## src/rtl/pmd901_spi_pkg.sv

```systemverilog
// Shared types for the PMD901 SPI master: data width and FSM state encoding.
package pmd901_spi_pkg;

    localparam int SPEED_W   = 16;
    localparam int BIT_CNT_W = 5;

    typedef enum logic [2:0] {
        IDLE,
        SETUP,
        SHIFT,
        HOLD,
        GAP
    } pmd901_spi_state_e;

endpackage

```

## src/rtl/pmd901_sync2.sv

```systemverilog
// Two-flop synchroniser for asynchronous PMD901 status pins; both flops clear on reset.
module pmd901_sync2 (
    input  logic clk,
    input  logic rst,
    input  logic d,
    output logic q
);

    logic meta;

    always_ff @(posedge clk) begin
        if (rst) begin
            meta <= 1'b0;
            q    <= 1'b0;
        end else begin
            meta <= d;
            q    <= meta;
        end
    end

endmodule

```

## src/rtl/pmd901_spi_master.sv

```systemverilog
// PMD901 driver: serialises 16-bit speed commands as SPI frames and owns the park/bend pins.
// Optional feature macro PMD901_FAULT_ABORT_EN: a synced fault aborts the in-flight frame.
module pmd901_spi_master
    import pmd901_spi_pkg::*;
#(
    parameter int CLK_DIV = 4,
    parameter int CSN_GAP = 8
) (
    input  logic               clk,
    input  logic               rst,
    input  logic               cmd_valid,
    output logic               cmd_ready,
    input  logic [SPEED_W-1:0] cmd_speed,
    input  logic               park_req,
    input  logic               bend_req,
    output logic               spi_clk,
    output logic               spi_csn,
    output logic               spi_mosi,
    output logic               pmd_park,
    output logic               pmd_bend,
    input  logic               pmd_fault,
    input  logic               pmd_fan,
    input  logic               pmd_ready,
    output logic               busy,
    output logic               frame_done,
    output logic               frame_abort,
    output logic               fault_sticky,
    output logic               fan_s,
    output logic               dev_ready_s
);

    localparam int HCNT_W = $clog2(CLK_DIV + 1);
    localparam int GCNT_W = $clog2(CSN_GAP + 1);
    localparam logic [HCNT_W-1:0]    HCNT_LAST = HCNT_W'(CLK_DIV - 1);
    localparam logic [GCNT_W-1:0]    GCNT_LAST = GCNT_W'(CSN_GAP - 1);
    localparam logic [BIT_CNT_W-1:0] BIT_LAST  = BIT_CNT_W'(SPEED_W - 1);

    pmd901_spi_state_e    state_q, state_d;
    logic [HCNT_W-1:0]    hcnt_q, hcnt_d;
    logic [GCNT_W-1:0]    gcnt_q, gcnt_d;
    logic [BIT_CNT_W-1:0] bitcnt_q, bitcnt_d;
    logic [SPEED_W-1:0]   shreg_q, shreg_d;
    logic                 sclk_d, csn_d, mosi_d, park_d, bend_d, done_d, abort_d;
    logic                 fault_s;

    pmd901_sync2 u_sync_fault (.clk(clk), .rst(rst), .d(pmd_fault), .q(fault_s));
    pmd901_sync2 u_sync_fan   (.clk(clk), .rst(rst), .d(pmd_fan),   .q(fan_s));
    pmd901_sync2 u_sync_ready (.clk(clk), .rst(rst), .d(pmd_ready), .q(dev_ready_s));

    assign busy      = (state_q != IDLE);
    assign cmd_ready = (state_q == IDLE) && pmd_park && dev_ready_s && !fault_s;

    // All pin outputs are registered so the device sees glitch-free edges.
    always_ff @(posedge clk) begin
        if (rst) begin
            state_q      <= IDLE;
            hcnt_q       <= '0;
            gcnt_q       <= '0;
            bitcnt_q     <= '0;
            shreg_q      <= '0;
            spi_clk      <= 1'b0;
            spi_csn      <= 1'b1;
            spi_mosi     <= 1'b0;
            pmd_park     <= 1'b0;
            pmd_bend     <= 1'b0;
            frame_done   <= 1'b0;
            frame_abort  <= 1'b0;
            fault_sticky <= 1'b0;
        end else begin
            state_q      <= state_d;
            hcnt_q       <= hcnt_d;
            gcnt_q       <= gcnt_d;
            bitcnt_q     <= bitcnt_d;
            shreg_q      <= shreg_d;
            spi_clk      <= sclk_d;
            spi_csn      <= csn_d;
            spi_mosi     <= mosi_d;
            pmd_park     <= park_d;
            pmd_bend     <= bend_d;
            frame_done   <= done_d;
            frame_abort  <= abort_d;
            fault_sticky <= fault_sticky | fault_s;
        end
    end

    always_comb begin
        state_d  = state_q;
        hcnt_d   = hcnt_q;
        gcnt_d   = gcnt_q;
        bitcnt_d = bitcnt_q;
        shreg_d  = shreg_q;
        sclk_d   = spi_clk;
        csn_d    = spi_csn;
        mosi_d   = spi_mosi;
        park_d   = pmd_park;
        bend_d   = pmd_bend;
        done_d   = 1'b0;
        abort_d  = 1'b0;

        case (state_q)
            // Pin requests are only honoured here, so bend never moves under a low csn.
            IDLE: begin
                park_d = park_req;
                bend_d = bend_req;
                if (cmd_valid && cmd_ready) begin
                    state_d = SETUP;
                    shreg_d = cmd_speed;
                    hcnt_d  = '0;
                    csn_d   = 1'b0;
                    sclk_d  = 1'b0;
                    mosi_d  = cmd_speed[SPEED_W-1];
                end
            end
            SETUP: begin
                if (hcnt_q == HCNT_LAST) begin
                    state_d  = SHIFT;
                    hcnt_d   = '0;
                    bitcnt_d = '0;
                    sclk_d   = 1'b1;
                end else begin
                    hcnt_d = hcnt_q + HCNT_W'(1);
                end
            end
            // Data moves on the falling edge so mosi is settled for the next rise.
            SHIFT: begin
                if (hcnt_q == HCNT_LAST) begin
                    hcnt_d = '0;
                    if (spi_clk) begin
                        sclk_d  = 1'b0;
                        shreg_d = {shreg_q[SPEED_W-2:0], 1'b0};
                        mosi_d  = shreg_q[SPEED_W-2];
                    end else if (bitcnt_q == BIT_LAST) begin
                        state_d = HOLD;
                    end else begin
                        bitcnt_d = bitcnt_q + BIT_CNT_W'(1);
                        sclk_d   = 1'b1;
                    end
                end else begin
                    hcnt_d = hcnt_q + HCNT_W'(1);
                end
            end
            HOLD: begin
                if (hcnt_q == HCNT_LAST) begin
                    state_d = GAP;
                    gcnt_d  = '0;
                    csn_d   = 1'b1;
                    mosi_d  = 1'b0;
                    done_d  = 1'b1;
                end else begin
                    hcnt_d = hcnt_q + HCNT_W'(1);
                end
            end
            GAP: begin
                if (gcnt_q == GCNT_LAST) begin
                    state_d = IDLE;
                end else begin
                    gcnt_d = gcnt_q + GCNT_W'(1);
                end
            end
            default: state_d = IDLE;
        endcase

`ifdef PMD901_FAULT_ABORT_EN
        if (fault_s && (state_q == SETUP || state_q == SHIFT || state_q == HOLD)) begin
            state_d = GAP;
            gcnt_d  = '0;
            hcnt_d  = '0;
            csn_d   = 1'b1;
            sclk_d  = 1'b0;
            mosi_d  = 1'b0;
            done_d  = 1'b0;
            abort_d = 1'b1;
        end
`endif
    end

endmodule

```

## config.mk

```make
export PLATFORM = sky130hd
export DESIGN_NAME = pmd901_spi_master
export DESIGN_NICKNAME = d
export VERILOG_FILES = /design/src/rtl/pmd901_spi_pkg.sv /design/src/rtl/pmd901_sync2.sv /design/src/rtl/pmd901_spi_master.sv
export SDC_FILE = /design/constraint.sdc
export NUM_CORES = 1
export LEC_CHECK = 0
export ABC_AREA = 1
export BUFFER_PORTS_ARGS = -buffer_cell sky130_fd_sc_hd__buf_2
export CORE_UTILIZATION = 50
export DETAILED_ROUTE_END_ITERATION = 10
export GPL_ROUTABILITY_DRIVEN = 1
export GPL_TIMING_DRIVEN = 0
export PLACE_DENSITY_LB_ADDON = 0.15
export SLEW_MARGIN = 20
export SYNTH_ARGS = -nofsm -noshare
export SYNTH_HDL_FRONTEND = slang
export SYNTH_SLANG_ARGS = --single-unit
export TNS_END_PERCENT = 20
```

## constraint.sdc

```tcl
create_clock -name clk -period 2.85 [get_ports clk]
set_input_delay 0.57 -clock clk [delete_from_list [all_inputs] [get_ports clk]]
set_output_delay 0.57 -clock clk [all_outputs]
set_load 0.02 [all_outputs]
```

==> results_tabular.tex, run 1 <==
\begin{tabular}{lr}
\hline
Metric & Value \\
\hline
\multicolumn{2}{l}{\textbf{Outcome}} \\
\quad Result of the run & finished, final reports clean \\
\multicolumn{2}{l}{\textbf{Yosys}} \\
\quad Post-synthesis sequential area ratio & approximately 36\% \\
\quad Average footprint of a synthesized cell & between 7 and 8 um2 \\
\quad Total standard cell area after synthesis & 0.00238 mm2 \\
\quad Net Count, Synth & $\sim$340 \\
\quad Synth warnings & 0 \\
\quad Synthesized instance count & between 300 and 400 \\
\quad Number of different library cells in the post-synthesis netlist & 31 \\
\quad Post-synthesis register bit count & 43 \\
\multicolumn{2}{l}{\textbf{Setup path}} \\
\quad Maximum fanout count along the critical path & 9 \\
\quad CP Launch Type & flop \\
\quad Crit path DAT & 1.37 ns \\
\quad Classification of the worst setup path & flop to output pin \\
\quad Endpoint kind of the worst setup timing path & output pin \\
\quad Minimum setup slack among reg-to-reg paths & roughly 1.1 ns \\
\quad CP Data Required Time & 2.28 ns \\
\multicolumn{2}{l}{\textbf{STA}} \\
\quad Setup violators final & 0 \\
\quad Minimum period implied by the final worst setup slack & approximately 2 ns \\
\quad Setup TNS after final layout & 0 ns \\
\quad Max-slew violations & 0 \\
\quad Top achievable clock speed & $\sim$500 MHz \\
\quad Unrepaired setup endpoints after global routing & no \\
\quad Tightest Pin Transition & around 0.56 ns \\
\quad Worst hold slack & around 0.41 ns \\
\quad Worst max-slew margin expressed relative to the limit & between 60\% and 70\% \\
\quad Worst clock skew & approximately 0.0073 ns \\
\quad Final hold violations & 0 \\
\quad Final critical-path share of the clock period & between 60\% and 70\% \\
\multicolumn{2}{l}{\textbf{Floorplan}} \\
\quad Die area & between 0.005 and 0.006 mm2 \\
\quad Initial core utilization & between 50 and 60\% \\
\quad Number of placed I/O pins & 36 \\
\quad Die boundary height & a little over 70 um \\
\quad Chip Width & slightly above 70 um \\
\quad Area of the core region & between 0.004 and 0.005 mm2 \\
\quad Number of placement rows & 24 \\
\multicolumn{2}{l}{\textbf{Finish}} \\
\quad Post-synthesis to final-layout area growth & 13.6\% \\
\quad Fraction of layout instances using a drive strength above 1 & 30.1\% \\
\quad Final standard cell count with taps included and fillers excluded & between 400 and 500 \\
\quad Post-layout net count & 385 \\
\quad Final Instance Area & $\sim$0.0027 mm2 \\
\quad Inserted Diodes & 0 \\
\multicolumn{2}{l}{\textbf{Routing}} \\
\quad Overall routed net length & roughly 4.6 mm \\
\quad Number of antenna-violating nets in the routed design & 0 \\
\quad Iteration-0 DRC Markers & about 110 \\
\quad Ratio of routed vias to standard cells & 4.97 \\
\quad Residual DRC & 0 \\
\quad Wire length per cell after detailed routing & roughly 11 um \\
\quad Via count of the routed design & 2028 \\
\quad DRT Pass-1 Iters & 4 \\
\multicolumn{2}{l}{\textbf{Power}} \\
\quad Worst supply voltage drop on vdd & 411 uV \\
\quad Pwr per Cell Area & around 950 mW/mm2 \\
\quad Overall power of the completed layout & 2.57 mW \\
\quad Leakage & 1.19 nW \\
\multicolumn{2}{l}{\textbf{Clocking}} \\
\quad TritonCTS sink count & 43 \\
\quad Inserted Clock Buffers & 5 \\
\quad Max H-tree Level & 2 \\
\quad Clock latency on the worst-skew pair & approximately 0.3 ns \\
\quad Clk root buf & sky130\_fd\_sc\_hd\_\_clkbuf\_8 \\
\quad CTS tree & yes \\
\quad Hold buffer count at cts & 0 \\
\quad Clock Path Buffers & 2 \\
\quad Resized cells post-CTS & 0 \\
\quad Post-CTS Setup Repair Bufs & 0 \\
\quad Clock transition at the registers of the reported paths & roughly 0.080 ns \\
\multicolumn{2}{l}{\textbf{Place}} \\
\quad Half-perimeter wire length after detailed placement & between 3 and 4 mm \\
\quad Placed Area & 0.00262 mm2 \\
\quad I/O Buffers & 34 \\
\quad Weighted congestion reported at the end of routability-driven placement & $\sim$0.85 \\
\quad Placed cell count & 400 \\
\multicolumn{2}{l}{\textbf{Global routing}} \\
\quad Maximum number of pins on one net before global-route repair & 15 \\
\quad Wire length of the first global-routing pass & slightly above 8 mm \\
\quad Antenna violations before repair & 0 \\
\quad Vias in the first global route & 1951 \\
\quad Overflow left after global routing & 0 \\
\quad All-layer global routing usage & approximately 21\% \\
\multicolumn{2}{l}{\textbf{Hold path}} \\
\quad Kind of path behind the tightest hold check & flop to flop \\
\multicolumn{2}{l}{\textbf{Job}} \\
\quad Maximum capacitance violations & 0 \\
\hline
\end{tabular}
## registers in the layout (all words and copies together) (netlist names), 3 cells and up
register	cells
hcnt_q	3
shreg_q	15
bitcnt_q	5
gcnt_q	4
state_q	3
## kinds of logic (layout without fill, tap and decap cells)
kind of cell	Yosys count	after routing	synth area share [%]
and+or+nand+nor	176	176	37.4
buffers and inverters	43	85	10.5
xor gates and xnor gates	1	1	0.368
other	1	1	0.158
AOI/OAI and AO/OA	44	44	12.2
DFF	43	43	36.2
adders and majority gates	6	6	3.15
## critical path, stage by stage (launching register included)
cell and delay [ns]:
sky130_fd_sc_hd__dfxtp_1 0.31, sky130_fd_sc_hd__buf_6 0.15, sky130_fd_sc_hd__inv_4 0.07, sky130_fd_sc_hd__nand2_4 0.06, sky130_fd_sc_hd__nor2_4 0.15, sky130_fd_sc_hd__inv_1 0.10
sky130_fd_sc_hd__nor2_1 0.08, sky130_fd_sc_hd__buf_2 0.16
## placed cells by master, fill, tap and decap left out, types with 2 or more instances in the layout
master                       instances
sky130_fd_sc_hd__buf_4               2
sky130_fd_sc_hd__buf_2              34
sky130_fd_sc_hd__inv_1              24
sky130_fd_sc_hd__inv_4               4
sky130_fd_sc_hd__o21ai_0             9
sky130_fd_sc_hd__nand3_1            23
sky130_fd_sc_hd__a21oi_2            11
sky130_fd_sc_hd__nand2_1            88
sky130_fd_sc_hd__nand3_2            11
sky130_fd_sc_hd__nor2_4              3
sky130_fd_sc_hd__a21oi_1            20
sky130_fd_sc_hd__nand2_4             4
sky130_fd_sc_hd__clkinvlp_4          2
sky130_fd_sc_hd__dfxtp_1            43
sky130_fd_sc_hd__nand2_2            13
sky130_fd_sc_hd__o21ai_4             2
sky130_fd_sc_hd__clkbuf_1            2
sky130_fd_sc_hd__ha_1                6
sky130_fd_sc_hd__clkbuf_8            5
sky130_fd_sc_hd__buf_6               7
sky130_fd_sc_hd__nor2_1             29
## Yosys cell counts
library cell / instances / share of area [%]
sky130_fd_sc_hd__a21oi_1: 20 / 4.2
sky130_fd_sc_hd__a21oi_2: 11 / 4.0
sky130_fd_sc_hd__buf_1: 1 / 0.16
sky130_fd_sc_hd__buf_4: 2 / 0.63
sky130_fd_sc_hd__buf_6: 7 / 3.3
sky130_fd_sc_hd__buf_8: 1 / 0.63
sky130_fd_sc_hd__clkbuf_1: 2 / 0.32
sky130_fd_sc_hd__conb_1: 1 / 0.16
sky130_fd_sc_hd__dfxtp_1: 43 / 36
sky130_fd_sc_hd__ha_1: 6 / 3.2
sky130_fd_sc_hd__inv_1: 24 / 3.8
sky130_fd_sc_hd__inv_2: 1 / 0.16
sky130_fd_sc_hd__inv_4: 4 / 1.1
sky130_fd_sc_hd__inv_8: 1 / 0.47
sky130_fd_sc_hd__nand2_1: 88 / 14
sky130_fd_sc_hd__nand2_2: 13 / 3.4
sky130_fd_sc_hd__nand2_4: 4 / 1.9
sky130_fd_sc_hd__nand3_1: 23 / 4.8
sky130_fd_sc_hd__nand3_2: 11 / 4.6
sky130_fd_sc_hd__nand3b_4: 1 / 0.84
sky130_fd_sc_hd__nand4_1: 1 / 0.26
sky130_fd_sc_hd__nor2_1: 29 / 4.6
sky130_fd_sc_hd__nor2_2: 1 / 0.26
sky130_fd_sc_hd__nor2_4: 3 / 1.4
sky130_fd_sc_hd__nor2_8: 1 / 0.84
sky130_fd_sc_hd__nor3b_2: 1 / 0.53
sky130_fd_sc_hd__o21ai_0: 9 / 1.9
sky130_fd_sc_hd__o21ai_1: 1 / 0.21
sky130_fd_sc_hd__o21ai_4: 2 / 1.4
sky130_fd_sc_hd__o31ai_2: 1 / 0.53
sky130_fd_sc_hd__xor2_1: 1 / 0.37
## power breakdown
part | switching [mW] | internal, mW
sequential | 0.0799 | 0.725
combinational | 0.876 | 0.506
clock | 0.210 | 0.170
## final cells by class
cell class / instances / area, um2
flip-flops and latches: 43 / 861
fillers: 422 / 1770
plain buffers: 13 / 120
clock inverters: 3 / 20.0
inverters: 30 / 130
well taps: 52 / 65.1
multi-input cells: 228 / 1270
repair buffers: 34 / 170
clock buffers: 5 / 68.8
## metrics by stage
| stage | utilization [%] | setup slack (ns) |
|---|---|---|
| floorplan | - | 1.14 |
| global placement | 58.4 | 1.12 |
| detailed placement | 58.4 | 1.10 |
| CTS | 60.4 | 0.886 |
| global route | 60.4 | 0.753 |
| finish | 60.4 | 0.906 |
## per-layer routing
metal  track usage [%]  vias up  wire [um]
met1              26.5      917       2190
li1                  -     1080          -
met3              4.27        7        125
met4              8.00        0         71
met2              34.1       24       2240
met5                 0        -          0
## final timing paths
kind | from | end | cells past startpoint
max | state_q[2] | cmd_ready | 7
min reg2reg | u_sync_ready.meta | u_sync_ready.q | 2
max reg2reg | hcnt_q[0] | shreg_q[9] | 8
min | u_sync_ready.meta | u_sync_ready.q | 2
Power figures use the tool's default switching activity.
==> inputs of run 2 (changes only) <==
--- a/config.mk
+++ b/config.mk
@@ -5,7 +5,7 @@
 export SDC_FILE = /design/constraint.sdc
 export NUM_CORES = 1
 export LEC_CHECK = 0
-export ABC_AREA = 1
+export ABC_AREA = 0
 export BUFFER_PORTS_ARGS = -buffer_cell sky130_fd_sc_hd__buf_2
 export CORE_UTILIZATION = 50
 export DETAILED_ROUTE_END_ITERATION = 10
==> constraint.sdc (replaced) <==
create_clock -name clk -period 1.95 [get_ports clk]
set_input_delay 0.39 -clock clk [delete_from_list [all_inputs] [get_ports clk]]
set_output_delay 0.39 -clock clk [all_outputs]
set_load 0.02 [all_outputs]
==> run 2 against run 1 <==
The flow now finishes with violations (negative setup slack). Cell count down 17%. First-iteration DRC count increased by 25%. Global-route usage grew 2.1 points. Critical path depth unchanged. Largest cell class unchanged. Wire length fell by 0.26%.
==> results_tabular.tex, run 2 <==
\begin{tabular}{lr}
\hline
Metric & Value \\
\hline
\multicolumn{2}{l}{\textbf{Outcome}} \\
\quad Result of the run & finished with violations \\
\quad Violations in the final reports & negative setup slack \\
\multicolumn{2}{l}{\textbf{Floorplan}} \\
\quad Area of the core region & 0.00374 mm2 (-16\%) \\
\quad Die boundary height & 65.3 um (-8.0\%) \\
\quad Number of placement rows & 22 (-8.3\%) \\
\quad Initial core utilization & 53.6\% (+0.39 points) \\
\quad Chip Width & 65.3 um (-8.0\%) \\
\quad Number of placed I/O pins & 36 (unchanged) \\
\quad Die area & 0.00427 mm2 (-15\%) \\
\multicolumn{2}{l}{\textbf{Hold path}} \\
\quad Kind of path behind the tightest hold check & input pin to flop \\
\quad Endpoint, Worst Hold & u\_sync\_fan.meta \\
\quad Count of cells along the worst hold path & 2 (unchanged) \\
\quad Origin of the worst min-delay path & pmd\_fan \\
\multicolumn{2}{l}{\textbf{STA}} \\
\quad Top achievable clock speed & $\sim$470 MHz \\
\quad Final critical-path share of the clock period & 109\% \\
\quad Final hold violations & 0 (unchanged) \\
\quad Worst max-slew margin expressed relative to the limit & 63.9\% (+1.3 points) \\
\quad Setup slack after layout & -0.172 ns (-1.08 ns) \\
\quad Setup violators final & 5 (+5) \\
\quad Tightest Pin Transition & 0.541 ns (-0.0198 ns) \\
\quad Max-slew violations & 0 (unchanged) \\
\quad Unrepaired setup endpoints after global routing & yes \\
\quad Worst clock skew & 0.00769 ns (+0.000408 ns) \\
\quad Minimum period implied by the final worst setup slack & roughly 2.1 ns \\
\multicolumn{2}{l}{\textbf{Setup path}} \\
\quad Classification of the worst setup path & flop to flop \\
\quad Worst R2R Start & bitcnt\_q[1] \\
\quad Gate family responsible for the most delay along the worst path & simple AND/OR/NAND/NOR gates \\
\quad Delay of the slowest critical-path stage & 0.49 ns (+0.18 ns) \\
\quad CP Launch Type & flop \\
\quad Slowest library cell on the worst path & sky130\_fd\_sc\_hd\_\_or4b\_4 \\
\quad Endpoint kind of the worst setup timing path & flop \\
\quad Crit path DAT & 2.34 ns (+0.97 ns) \\
\quad Length in cells of the worst reg-to-reg path & 7 (-1) \\
\quad End of the worst register-to-register path & bitcnt\_q[3] \\
\quad Maximum fanout count along the critical path & 3 (-6) \\
\quad Sequence of cells on the critical path & ha\_4, and3\_4, ha\_4, or4b\_4, a21o\_1, or4\_4, a21oi\_2 \\
\quad Critical path buffer and inverter count & 0 (-4) \\
\quad Most common cell on crit path & sky130\_fd\_sc\_hd\_\_ha\_4 \\
\quad CP Data Required Time & 2.17 ns (-0.11 ns) \\
\quad Minimum setup slack among reg-to-reg paths & -0.17 ns (-1.25 ns) \\
\multicolumn{2}{l}{\textbf{Routing}} \\
\quad Ratio of routed vias to standard cells & 5.45 (+9.6\%) \\
\quad Overall routed net length & 4.61 mm (-0.26\%) \\
\quad Wire length per cell after detailed routing & 13.6 um (+20\%) \\
\quad Iteration-0 DRC Markers & 134 (+25\%) \\
\quad Via count of the routed design & 1853 (-8.6\%) \\
\quad Residual DRC & 0 (unchanged) \\
\quad DRT Pass-1 Iters & 4 (unchanged) \\
\quad Number of antenna-violating nets in the routed design & 0 (unchanged) \\
\multicolumn{2}{l}{\textbf{Yosys}} \\
\quad Dominant cell type by area after synthesis & sky130\_fd\_sc\_hd\_\_dfxtp\_1 \\
\quad Synthesized instance count & 241 (-23\%) \\
\quad Most instantiated library cell after synthesis & sky130\_fd\_sc\_hd\_\_dfxtp\_1 \\
\quad Number of different library cells in the post-synthesis netlist & 50 (+61\%) \\
\quad Async SR Flop Fraction & 0\% (unchanged) \\
\quad Number of synthesized flops with an enable pin & 0 (unchanged) \\
\quad Net Count, Synth & 271 (-21\%) \\
\quad Synth warnings & 0 (unchanged) \\
\quad Average footprint of a synthesized cell & 8.32 um2 (+9.8\%) \\
\quad Main synth FF type & sky130\_fd\_sc\_hd\_\_dfxtp\_1 \\
\quad Cell types occupying the most area after synthesis & sky130\_fd\_sc\_hd\_\_dfxtp\_1 43\%, sky130\_fd\_sc\_hd\_\_nand2\_1 7.3\%, sky130\_fd\_sc\_hd\_\_a311oi\_1 6.6\% \\
\quad Top cell types by occurrence after synthesis & 43 x sky130\_fd\_sc\_hd\_\_dfxtp\_1, 39 x sky130\_fd\_sc\_hd\_\_nand2\_1, 30 x sky130\_fd\_sc\_hd\_\_nor2\_1 \\
\quad Total standard cell area after synthesis & 0.00201 mm2 (-16\%) \\
\quad Post-synthesis register bit count & 43 (unchanged) \\
\quad Post-synthesis sequential area ratio & 42.9\% (+6.7 points) \\
\quad Top cell type's share of synthesized area & 42.9\% (+6.7 points) \\
\multicolumn{2}{l}{\textbf{Global routing}} \\
\quad Overflow left after global routing & 0 (unchanged) \\
\quad Fraction of met3 tracks used by global routing & 6.08\% (+1.8 points) \\
\quad Met2 Usage GRT & 34.7\% (+0.58 points) \\
\quad Wire length of the first global-routing pass & 7.36 mm (-10\%) \\
\quad Met1 Track Usage GR & 30.8\% (+4.3 points) \\
\quad Maximum number of pins on one net before global-route repair & 13 (-2) \\
\quad Most used routing layer in global routing & met2 \\
\quad Antenna violations before repair & 0 (unchanged) \\
\quad All-layer global routing usage & 22.8\% (+2.1 points) \\
\quad Vias in the first global route & 1638 (-16\%) \\
\multicolumn{2}{l}{\textbf{Place}} \\
\quad Placed cell count & 322 (-20\%) \\
\quad Weighted congestion reported at the end of routability-driven placement & 0.845 (-0.51\%) \\
\quad Dpl ws & -0.222 ns (-1.32 ns) \\
\quad Half-perimeter wire length after detailed placement & 3.04 mm (-13\%) \\
\quad I/O Buffers & 33 (-2.9\%) \\
\multicolumn{2}{l}{\textbf{Clocking}} \\
\quad Clock transition at the registers of the reported paths & 0.07 ns (about the same) \\
\quad CTS tree & yes \\
\quad Clock latency on the worst-skew pair & 0.29 ns (about the same) \\
\quad TritonCTS sink count & 43 (unchanged) \\
\quad Hold buffer count at cts & 0 (unchanged) \\
\quad Inserted Clock Buffers & 5 (unchanged) \\
\quad Clk root buf & sky130\_fd\_sc\_hd\_\_clkbuf\_8 \\
\quad Max H-tree Level & 2 (unchanged) \\
\quad Clock Path Buffers & 2 (unchanged) \\
\multicolumn{2}{l}{\textbf{Finish}} \\
\quad Filler cells & 320 (-24\%) \\
\quad Post-synthesis to final-layout area growth & 26.8\% \\
\quad Post-layout util & 67.9\% (+7.5 points) \\
\quad Final standard cell count with taps included and fillers excluded & 340 (-17\%) \\
\quad Inserted Diodes & 0 (unchanged) \\
\quad Registers with the highest flip-flop counts & shreg\_q x15, bitcnt\_q x5, gcnt\_q x4 \\
\quad Most frequent cells in the layout & 39 x sky130\_fd\_sc\_hd\_\_nand2\_1, 37 x sky130\_fd\_sc\_hd\_\_dfxtp\_1, 35 x sky130\_fd\_sc\_hd\_\_buf\_2, 29 x sky130\_fd\_sc\_hd\_\_nor2\_1, 15 x sky130\_fd\_sc\_hd\_\_a311oi\_1 \\
\quad Largest reg by FF count & shreg\_q \\
\quad Flip-flop count of the largest register after layout & 15 (unchanged) \\
\quad Post-layout net count & 321 (-17\%) \\
\quad Fraction of layout instances using a drive strength above 1 & 29.5\% (-0.60 points) \\
\quad Most frequent standard cell in the layout excluding fill and tap cells & sky130\_fd\_sc\_hd\_\_nand2\_1 \\
\multicolumn{2}{l}{\textbf{Power}} \\
\quad Worst supply voltage drop on vdd & 566 uV (+38\%) \\
\quad Leakage & 1.01 nW (-15\%) \\
\quad Pwr per Cell Area & 738 mW/mm2 (-22\%) \\
\multicolumn{2}{l}{\textbf{Job}} \\
\quad Maximum capacitance violations & 0 (unchanged) \\
\hline
\end{tabular}
run 2: through the flow:
stage | instance area (um2) | hold WS [ns] | total power [mW] | setup TNS [ns]
finish | 2540 | 0.309 | 1.88 | -0.423
floorplan | 2020 | 0.414 | 1.12 | -0.123
global route | 2540 | 0.303 | 1.96 | -0.864
global placement | 2240 | 0.424 | 1.19 | -1.69
CTS | 2410 | 0.306 | 1.80 | -0.343
detailed placement | 2240 | 0.434 | 1.19 | -1.70
run 2: worst max path at each step:
stage               slack (ns)  cells past startpoint        start          end
global placement         -0.22                      8    hcnt_q[0]    gcnt_q[3]
detailed placement       -0.22                      8    hcnt_q[0]    gcnt_q[3]
finish                   -0.17                      7  bitcnt_q[1]  bitcnt_q[3]
floorplan                -0.12                      7  bitcnt_q[1]  bitcnt_q[3]
global route             -0.23                      7  bitcnt_q[1]  bitcnt_q[3]
CTS                      -0.17                      7  bitcnt_q[1]  bitcnt_q[3]
run 2: where the power goes:
group	internal [mW]	switching, mW
clock	0.323	0.284
combinational	0.153	0.176
sequential	0.913	0.0290
total	1.39	0.489
run 2: cell families after synthesis:
logic type                 Yosys count  synth area share (%)
AOI/OAI and AO/OA                   54                  19.5
xor gates and xnor gates             2                 0.874
adders and majority gates            6                  3.74
buffers and inverters               25                  5.11
DFF                                 43                  42.9
muxes                                4                  2.06
other                                1                 0.187
and+or+nand+nor                    106                  25.6
run 2: layer usage:
| layer | part of all wire (%) | vias to the layer above | wire, um |
|---|---|---|---|
| met2 | 45 | 46 | 2090 |
| li1 | - | 942 | - |
| met3 | 3.5 | 5 | 160 |
| met1 | 50 | 860 | 2310 |
| met4 | 1.2 | 0 | 57 |
| met5 | 0 | - | 0 |
run 2: timing repair:
item                       in CTS  in global routing
pin swaps                       4                  7
buffers inserted                4                  7
setup endpoints to repair      22                 21
resized for setup              10                 31
run 2: cell type report:
type | count | area, um2 | share of cell area, %
inverter | 9 | 38.8 | 1.52
multi-input combinational | 173 | 1130 | 44.4
sequential | 43 | 871 | 34.2
buffer | 15 | 77.6 | 3.05
timing repair buffer | 44 | 267 | 10.5
clock buffer | 8 | 100 | 3.94
tap | 48 | 60.1 | 2.36
